$ cat src/rtl/instruction_fetch_stage_pkg.sv
// Shared types for the instruction fetch stage: FSM states, PC/instruction
// widths and the IF/ID pipeline register layout.
package fetch_pkg;

    typedef enum logic [1:0] {
        S_BOOT,
        S_RUN,
        S_HOLD,
        S_FAULT
    } fetch_state_t;

    typedef logic [63:0] pc_t;
    typedef logic [31:0] instr_t;

    typedef struct packed {
        pc_t    pc;
        instr_t instr;
        logic   valid;
    } ifid_t;

    // A fetch target is aligned when it sits on a 4-byte boundary.
    function automatic logic pc_is_aligned(input pc_t pc);
        return (pc[1:0] == 2'b00);
    endfunction

endpackage

$ cat src/rtl/instruction_fetch_stage_if.sv
// IF/ID handshake towards decode.
// Valid/ready contract: a transfer happens on a clock edge where
// if_valid_o && if_ready_i; while if_valid_o=1 and if_ready_i=0 the
// producer keeps if_pc_o and if_instr_o stable until the transfer.
interface instruction_fetch_stage_if;
    import fetch_pkg::*;

    logic   if_valid_o;
    pc_t    if_pc_o;
    instr_t if_instr_o;
    logic   if_ready_i;

    modport master (
        output if_valid_o,
        output if_pc_o,
        output if_instr_o,
        input  if_ready_i
    );

    modport slave (
        input  if_valid_o,
        input  if_pc_o,
        input  if_instr_o,
        output if_ready_i
    );

endinterface

$ cat src/rtl/instruction_fetch_stage_pc_register.sv
// Program counter register: load wins over increment, otherwise hold.
// Increment wraps modulo 2^64 with no overflow indication.
module pc_register
    import fetch_pkg::*;
#(
    parameter pc_t         RESET_PC = 64'h0,
    parameter int unsigned PC_STEP  = 4
) (
    input  logic clk,
    input  logic rst_n,
    input  logic load_i,
    input  pc_t  load_pc_i,
    input  logic inc_i,
    output pc_t  pc_o
);

    pc_t pc_q;
    pc_t pc_d;

    // Next PC selection.
    always_comb begin
        pc_d = pc_q;
        if (load_i) begin
            pc_d = load_pc_i;
        end else if (inc_i) begin
            pc_d = pc_q + pc_t'(PC_STEP);
        end
    end

    // PC state register with synchronous active-low reset.
    always_ff @(posedge clk) begin
        if (!rst_n) begin
            pc_q <= RESET_PC;
        end else begin
            pc_q <= pc_d;
        end
    end

    assign pc_o = pc_q;

endmodule

$ cat src/rtl/instruction_fetch_stage.sv
// Instruction fetch stage: owns the PC, drives the instruction memory
// address combinationally and captures {pc, instr} into IF/ID.
// Optional feature macro: FETCH_ALIGN_CHECK_EN -- misaligned redirect
// targets raise fault_o and freeze the stage until reset.
module instruction_fetch_stage
    import fetch_pkg::*;
#(
    parameter pc_t         RESET_PC = 64'h0,
    parameter int unsigned PC_STEP  = 4
) (
    input  logic                       clk,
    input  logic                       rst_n,
    output pc_t                        imem_adr,
    input  instr_t                     imem_instr,
    input  logic                       stall_i,
    input  logic                       redirect_i,
    input  pc_t                        redirect_pc_i,
    instruction_fetch_stage_if.master  ifid,
    output logic                       fault_o,
    output fetch_state_t               state_o
);

    fetch_state_t state_q;
    fetch_state_t state_d;
    ifid_t        ifid_q;
    ifid_t        ifid_d;
    pc_t          pc;
    logic         pc_load;
    logic         pc_inc;
    logic         advance;
    logic         transfer;
`ifdef FETCH_ALIGN_CHECK_EN
    logic         fault_q;
    logic         fault_d;
`endif

    pc_register #(
        .RESET_PC (RESET_PC),
        .PC_STEP  (PC_STEP)
    ) u_pc (
        .clk       (clk),
        .rst_n     (rst_n),
        .load_i    (pc_load),
        .load_pc_i (redirect_pc_i),
        .inc_i     (pc_inc),
        .pc_o      (pc)
    );

    assign advance  = !stall_i && (!ifid_q.valid || ifid.if_ready_i);
    assign transfer = ifid_q.valid && ifid.if_ready_i;

    // Next-state and control: redirect beats advance beats hold.
    always_comb begin
        state_d = state_q;
        ifid_d  = ifid_q;
        pc_load = 1'b0;
        pc_inc  = 1'b0;
`ifdef FETCH_ALIGN_CHECK_EN
        fault_d = fault_q;
`endif
        case (state_q)
            S_BOOT: begin
                state_d = S_RUN;
            end
            S_RUN, S_HOLD: begin
                if (redirect_i) begin
                    // Squash IF/ID; the redirect also overrides a stall.
                    ifid_d.valid = 1'b0;
`ifdef FETCH_ALIGN_CHECK_EN
                    if (!pc_is_aligned(redirect_pc_i)) begin
                        fault_d = 1'b1;
                        state_d = S_FAULT;
                    end else begin
                        pc_load = 1'b1;
                        state_d = S_RUN;
                    end
`else
                    pc_load = 1'b1;
                    state_d = S_RUN;
`endif
                end else if (advance) begin
                    ifid_d  = '{pc: pc, instr: imem_instr, valid: 1'b1};
                    pc_inc  = 1'b1;
                    state_d = S_RUN;
                end else begin
                    // Decode took the entry while stalled: empty IF/ID.
                    if (transfer) begin
                        ifid_d.valid = 1'b0;
                    end
                    state_d = S_HOLD;
                end
            end
            S_FAULT: begin
                state_d = S_FAULT;
            end
            default: begin
                state_d = S_BOOT;
            end
        endcase
    end

    // FSM state and IF/ID register; reset discards IF/ID without draining.
    always_ff @(posedge clk) begin
        if (!rst_n) begin
            state_q <= S_BOOT;
            ifid_q  <= '0;
`ifdef FETCH_ALIGN_CHECK_EN
            fault_q <= 1'b0;
`endif
        end else begin
            state_q <= state_d;
            ifid_q  <= ifid_d;
`ifdef FETCH_ALIGN_CHECK_EN
            fault_q <= fault_d;
`endif
        end
    end

    assign imem_adr        = pc;
    assign ifid.if_valid_o = ifid_q.valid;
    assign ifid.if_pc_o    = ifid_q.pc;
    assign ifid.if_instr_o = ifid_q.instr;
    assign state_o         = state_q;
`ifdef FETCH_ALIGN_CHECK_EN
    assign fault_o         = fault_q;
`else
    assign fault_o         = 1'b0;
`endif

endmodule

$ cat src/flat_wrapper.sv
// flat-port wrapper written by rule: the top's interface ports become plain ports
module instruction_fetch_stage_flat import fetch_pkg::*;
#(
    parameter pc_t         RESET_PC = 64'h0,
    parameter int unsigned PC_STEP  = 4
)
  (clk, rst_n, imem_adr, imem_instr, stall_i, redirect_i, redirect_pc_i, fault_o, state_o, ifid_if_valid_o, ifid_if_pc_o, ifid_if_instr_o, ifid_if_ready_i);
  instruction_fetch_stage_if ifid_i ();
  input  logic clk;
  input  logic rst_n;
  output pc_t imem_adr;
  input  instr_t imem_instr;
  input  logic stall_i;
  input  logic redirect_i;
  input  pc_t redirect_pc_i;
  output logic fault_o;
  output fetch_state_t state_o;
  output wire logic [$bits(ifid_i.if_valid_o)-1:0] ifid_if_valid_o;
  output wire logic [$bits(ifid_i.if_pc_o)-1:0] ifid_if_pc_o;
  output wire logic [$bits(ifid_i.if_instr_o)-1:0] ifid_if_instr_o;
  input wire logic [$bits(ifid_i.if_ready_i)-1:0] ifid_if_ready_i;
  assign ifid_if_valid_o = ifid_i.if_valid_o;
  assign ifid_if_pc_o = ifid_i.if_pc_o;
  assign ifid_if_instr_o = ifid_i.if_instr_o;
  assign ifid_i.if_ready_i = ifid_if_ready_i;
  instruction_fetch_stage #(.RESET_PC(RESET_PC), .PC_STEP(PC_STEP)) u_core (.clk(clk), .rst_n(rst_n), .imem_adr(imem_adr), .imem_instr(imem_instr), .stall_i(stall_i), .redirect_i(redirect_i), .redirect_pc_i(redirect_pc_i), .ifid(ifid_i), .fault_o(fault_o), .state_o(state_o));
endmodule
$ cat config.mk
export PLATFORM = sky130hd
export DESIGN_NAME = instruction_fetch_stage_flat
export DESIGN_NICKNAME = d
export VERILOG_FILES = /design/src/rtl/instruction_fetch_stage_pkg.sv /design/src/rtl/instruction_fetch_stage_if.sv /design/src/rtl/instruction_fetch_stage_pc_register.sv /design/src/rtl/instruction_fetch_stage.sv /design/src/flat_wrapper.sv
export SDC_FILE = /design/constraint.sdc
export NUM_CORES = 1
export LEC_CHECK = 0
export ABC_AREA = 0
export CORE_ASPECT_RATIO = 0.6
export CORE_MARGIN = 2
export CORE_UTILIZATION = 49
export DETAILED_ROUTE_END_ITERATION = 6
export PLACE_DENSITY = 0.94
export RECOVER_POWER = 25
export SLEW_MARGIN = 10
export SYNTH_ARGS = -nofsm -noshare
export SYNTH_HDL_FRONTEND = slang
export SYNTH_SLANG_ARGS = --single-unit
export TNS_END_PERCENT = 20
$ cat constraint.sdc
create_clock -name clk -period 5.7 [get_ports clk]
set_clock_uncertainty 0.05 [all_clocks]
set_input_delay 1.14 -clock clk [delete_from_list [all_inputs] [get_ports clk]]
set_output_delay 1.14 -clock clk [all_outputs]
set_load 0.01 [all_outputs]
==> run metrics <==
simple-gate portion of the synthesized area 0.2841; final WL 26.95 mm; CORE AREA ~15000 sq um; main combinational cell family by area after synthesis simple AND/OR/NAND/NOR gates; DRC Markers 0; Final #Nets 1298; Max Fanout on Critical Path 27; Sink Count 163; vias in the first global route 7989; multiplexer share of the synthesized area 0.007980; max_slew headroom 0.4478; Crit path required time between 6 and 7 ns; Post-CTS Hold Fix Bufs 0; die area 16400 sq um; final hold vios 0; YS warnings 0; largest net degree at the start of global routing 71; CTS resizes 0; post-synthesis compound-gate area fraction 0.2130; pwr/cell area 265.2 nW/um^2; Area Growth Syn to Fin 43.11%; cell area after synthesis 7526 sq um; CTS tree built; number of detailed-route iterations in the first pass 6; # rows 35; worst hold slack approximately 0.4 ns; per-cell routed wire length 19.11 um; CP startpoint redirect_i; min Tclk post-route 3.798 ns; RePlAce Congestion 0.9594; first-pass GRT wire length 42.15 mm; fin area 10770 sq um; adder-cell share of the synthesized area 0.004988; Syn Nets between 1000 and 1500; Via density 6.058; cts bufs inserted 17; Synth cell types between 60 and 70; Setup TNS 0 ns; Max Cap Viol 0; share of cells above drive strength 1 0.06048; Hold Crit Start u_core.ifid.if_pc_o[2]; # Post-CTS Setup Buffers 0; Top FF cell, synth dfxtp_1; RSZ-0062 raised after global routing false; Yosys reg bits 163; Die W 164.0 um; CTS clk-pin slew, worst paths 0.07 ns; Root Buffer clkbuf_16; status completed; post-route ant nets 0; Ant. Diodes 0; Clock Tree Buf Depth 2; Area after DPL 10200 sq um; Max Slew Vio Count 0; final worst slack 1.902 ns; GRT overflow 0; Worst Max-Slew Pin Slew a little over 0.8 ns; via count 8542; I/O pin total approximately 270; final setup fails 0; Tot Pwr 0.002856 W; LEAKAGE between 3 and 4 nW; Die Ht 100.0 um; Highest Clock Rate 0.2633 GHz; GRT Total Usage 0.3255; reg2reg start u_core.state_o[0]; Hold WC Path Type flop to flop; final HPWL from detailed placement 18.73 mm; Max H-tree Level 4; worst vdd ir 0.1901 mV; post-synthesis xor/xnor area fraction 0.009310; Starting Density 0.4953; post-synthesis cell count 971; WP data arrival 4.10 ns; commonest non-fill, non-tap cell in the layout nand2_1; initial DRC count 1397; worst slack at placement 1.641 ns; sequential share of the synthesized area 0.4336; CP Capture Type flop; period utilization 0.6664; Async SR Flop Fraction 0; most frequent cells in the layout 253 x nand2_1, 182 x clkdlybuf4s50_1, 163 x dfxtp_1; critical path type primary input to flop; CP Launch Type primary input; Avg Cell Area, Syn 7.751 sq um; EDFF count, synth 0; PortBufs 263; initial antenna violation count 0; Worst-Skew Late Latency 0.43 ns
-- path summary, 6_finish.rpt --
kind                                          endpoint  slack [ns]  cells after the start
worst max-delay path              u_core.u_pc.pc_o[47]        1.90                      6
worst min-delay path            u_core.ifid.if_pc_o[2]        0.40                      2
worst max register to register    u_core.u_pc.pc_o[43]        2.08                      8
worst min register to register  u_core.ifid.if_pc_o[2]        0.40                      2
-- synthesized netlist by cell type, types with 4 or more instances --
cell type	n	area, sq um
nor3_2	4	40.04
nor2_1	50	187.7
a311oi_1	12	105.1
o221ai_1	9	78.83
o32ai_1	5	43.79
a31oi_1	8	50.05
and3_1	7	43.79
o311a_1	6	60.06
o21ai_0	33	165.2
mux2i_1	6	60.06
o31ai_1	9	67.56
or3_1	7	43.79
a211oi_1	11	82.58
inv_1	9	33.78
nor4_2	5	62.56
o211ai_1	9	67.56
a21oi_1	121	605.6
buf_1	5	18.77
a22oi_1	7	52.55
buf_2	15	75.07
and2_1	6	37.54
nor3_1	40	200.2
o31a_1	4	35.03
dfxtp_1	163	3263
nand2_1	255	957.2
clkbuf_1	44	165.2
nand3_1	32	160.2
xnor2_1	5	43.79
nor4_1	10	62.56
nand4_1	12	75.07
-- layout make-up --
class,instances,area (sq um)
Inverter,11,43.79
Tap cell,203,254.0
Multi-Input combinational cell,728,3935
Clock buffer,19,452.9
Fill cell,1190,4425
Clock inverter,13,113.9
Sequential cell,163,3263
Timing Repair Buffer,273,2708
-- layer usage --
| layer | share of wire | GRT usage | vias up |
|---|---|---|---|
| met4 | 0.025 | 0.09379 | 0 |
| met3 | 0.14 | 0.1165 | 81 |
| met2 | 0.43 | 0.4897 | 635 |
| li1 | - | - | 3918 |
| met1 | 0.41 | 0.4415 | 3908 |
| met5 | 0 | 0 | - |
-- report_power, final --
group	total [W]	internal (W)	switching (W)
Clock	0.00112	0.000596	0.000523
Combinational	0.000462	0.000219	0.000242
Sequential	0.00127	0.00119	0.0000803
-- worst max-delay path, stage by stage --
cell	delay [ns]
clkdlybuf4s50_1	0.86
nand2_2	0.42
nand2_2	0.65
nand2_1	0.35
or4_1	0.59
o21ai_0	0.09
-- kinds of logic after synthesis --
family / count (synthesis)
buf+inv: 80
flops: 163
compound gates: 255
fa+ha+maj: 3
xor+xnor: 8
other cells: 1
mux: 6
simple gates: 455
-- stage by stage --
step / utilization / std cells
finish: 0.7088 / 1410
global route: 0.7088 / 1410
CTS: 0.7088 / 1410
detailed placement: 0.6715 / 1378
global placement: 0.6715 / 1378
floorplan: - / 971
-- sequential cells by signal, summed over array words and instances, names as in the netlist --
name and count:
u_core.ifid.if_pc_o 64, u_core.u_pc.pc_o 64, u_core.ifid.if_instr_o 32, u_core.state_o 2
u_core.ifid.if_valid_o 1
(Power assumes the default switching activity.)
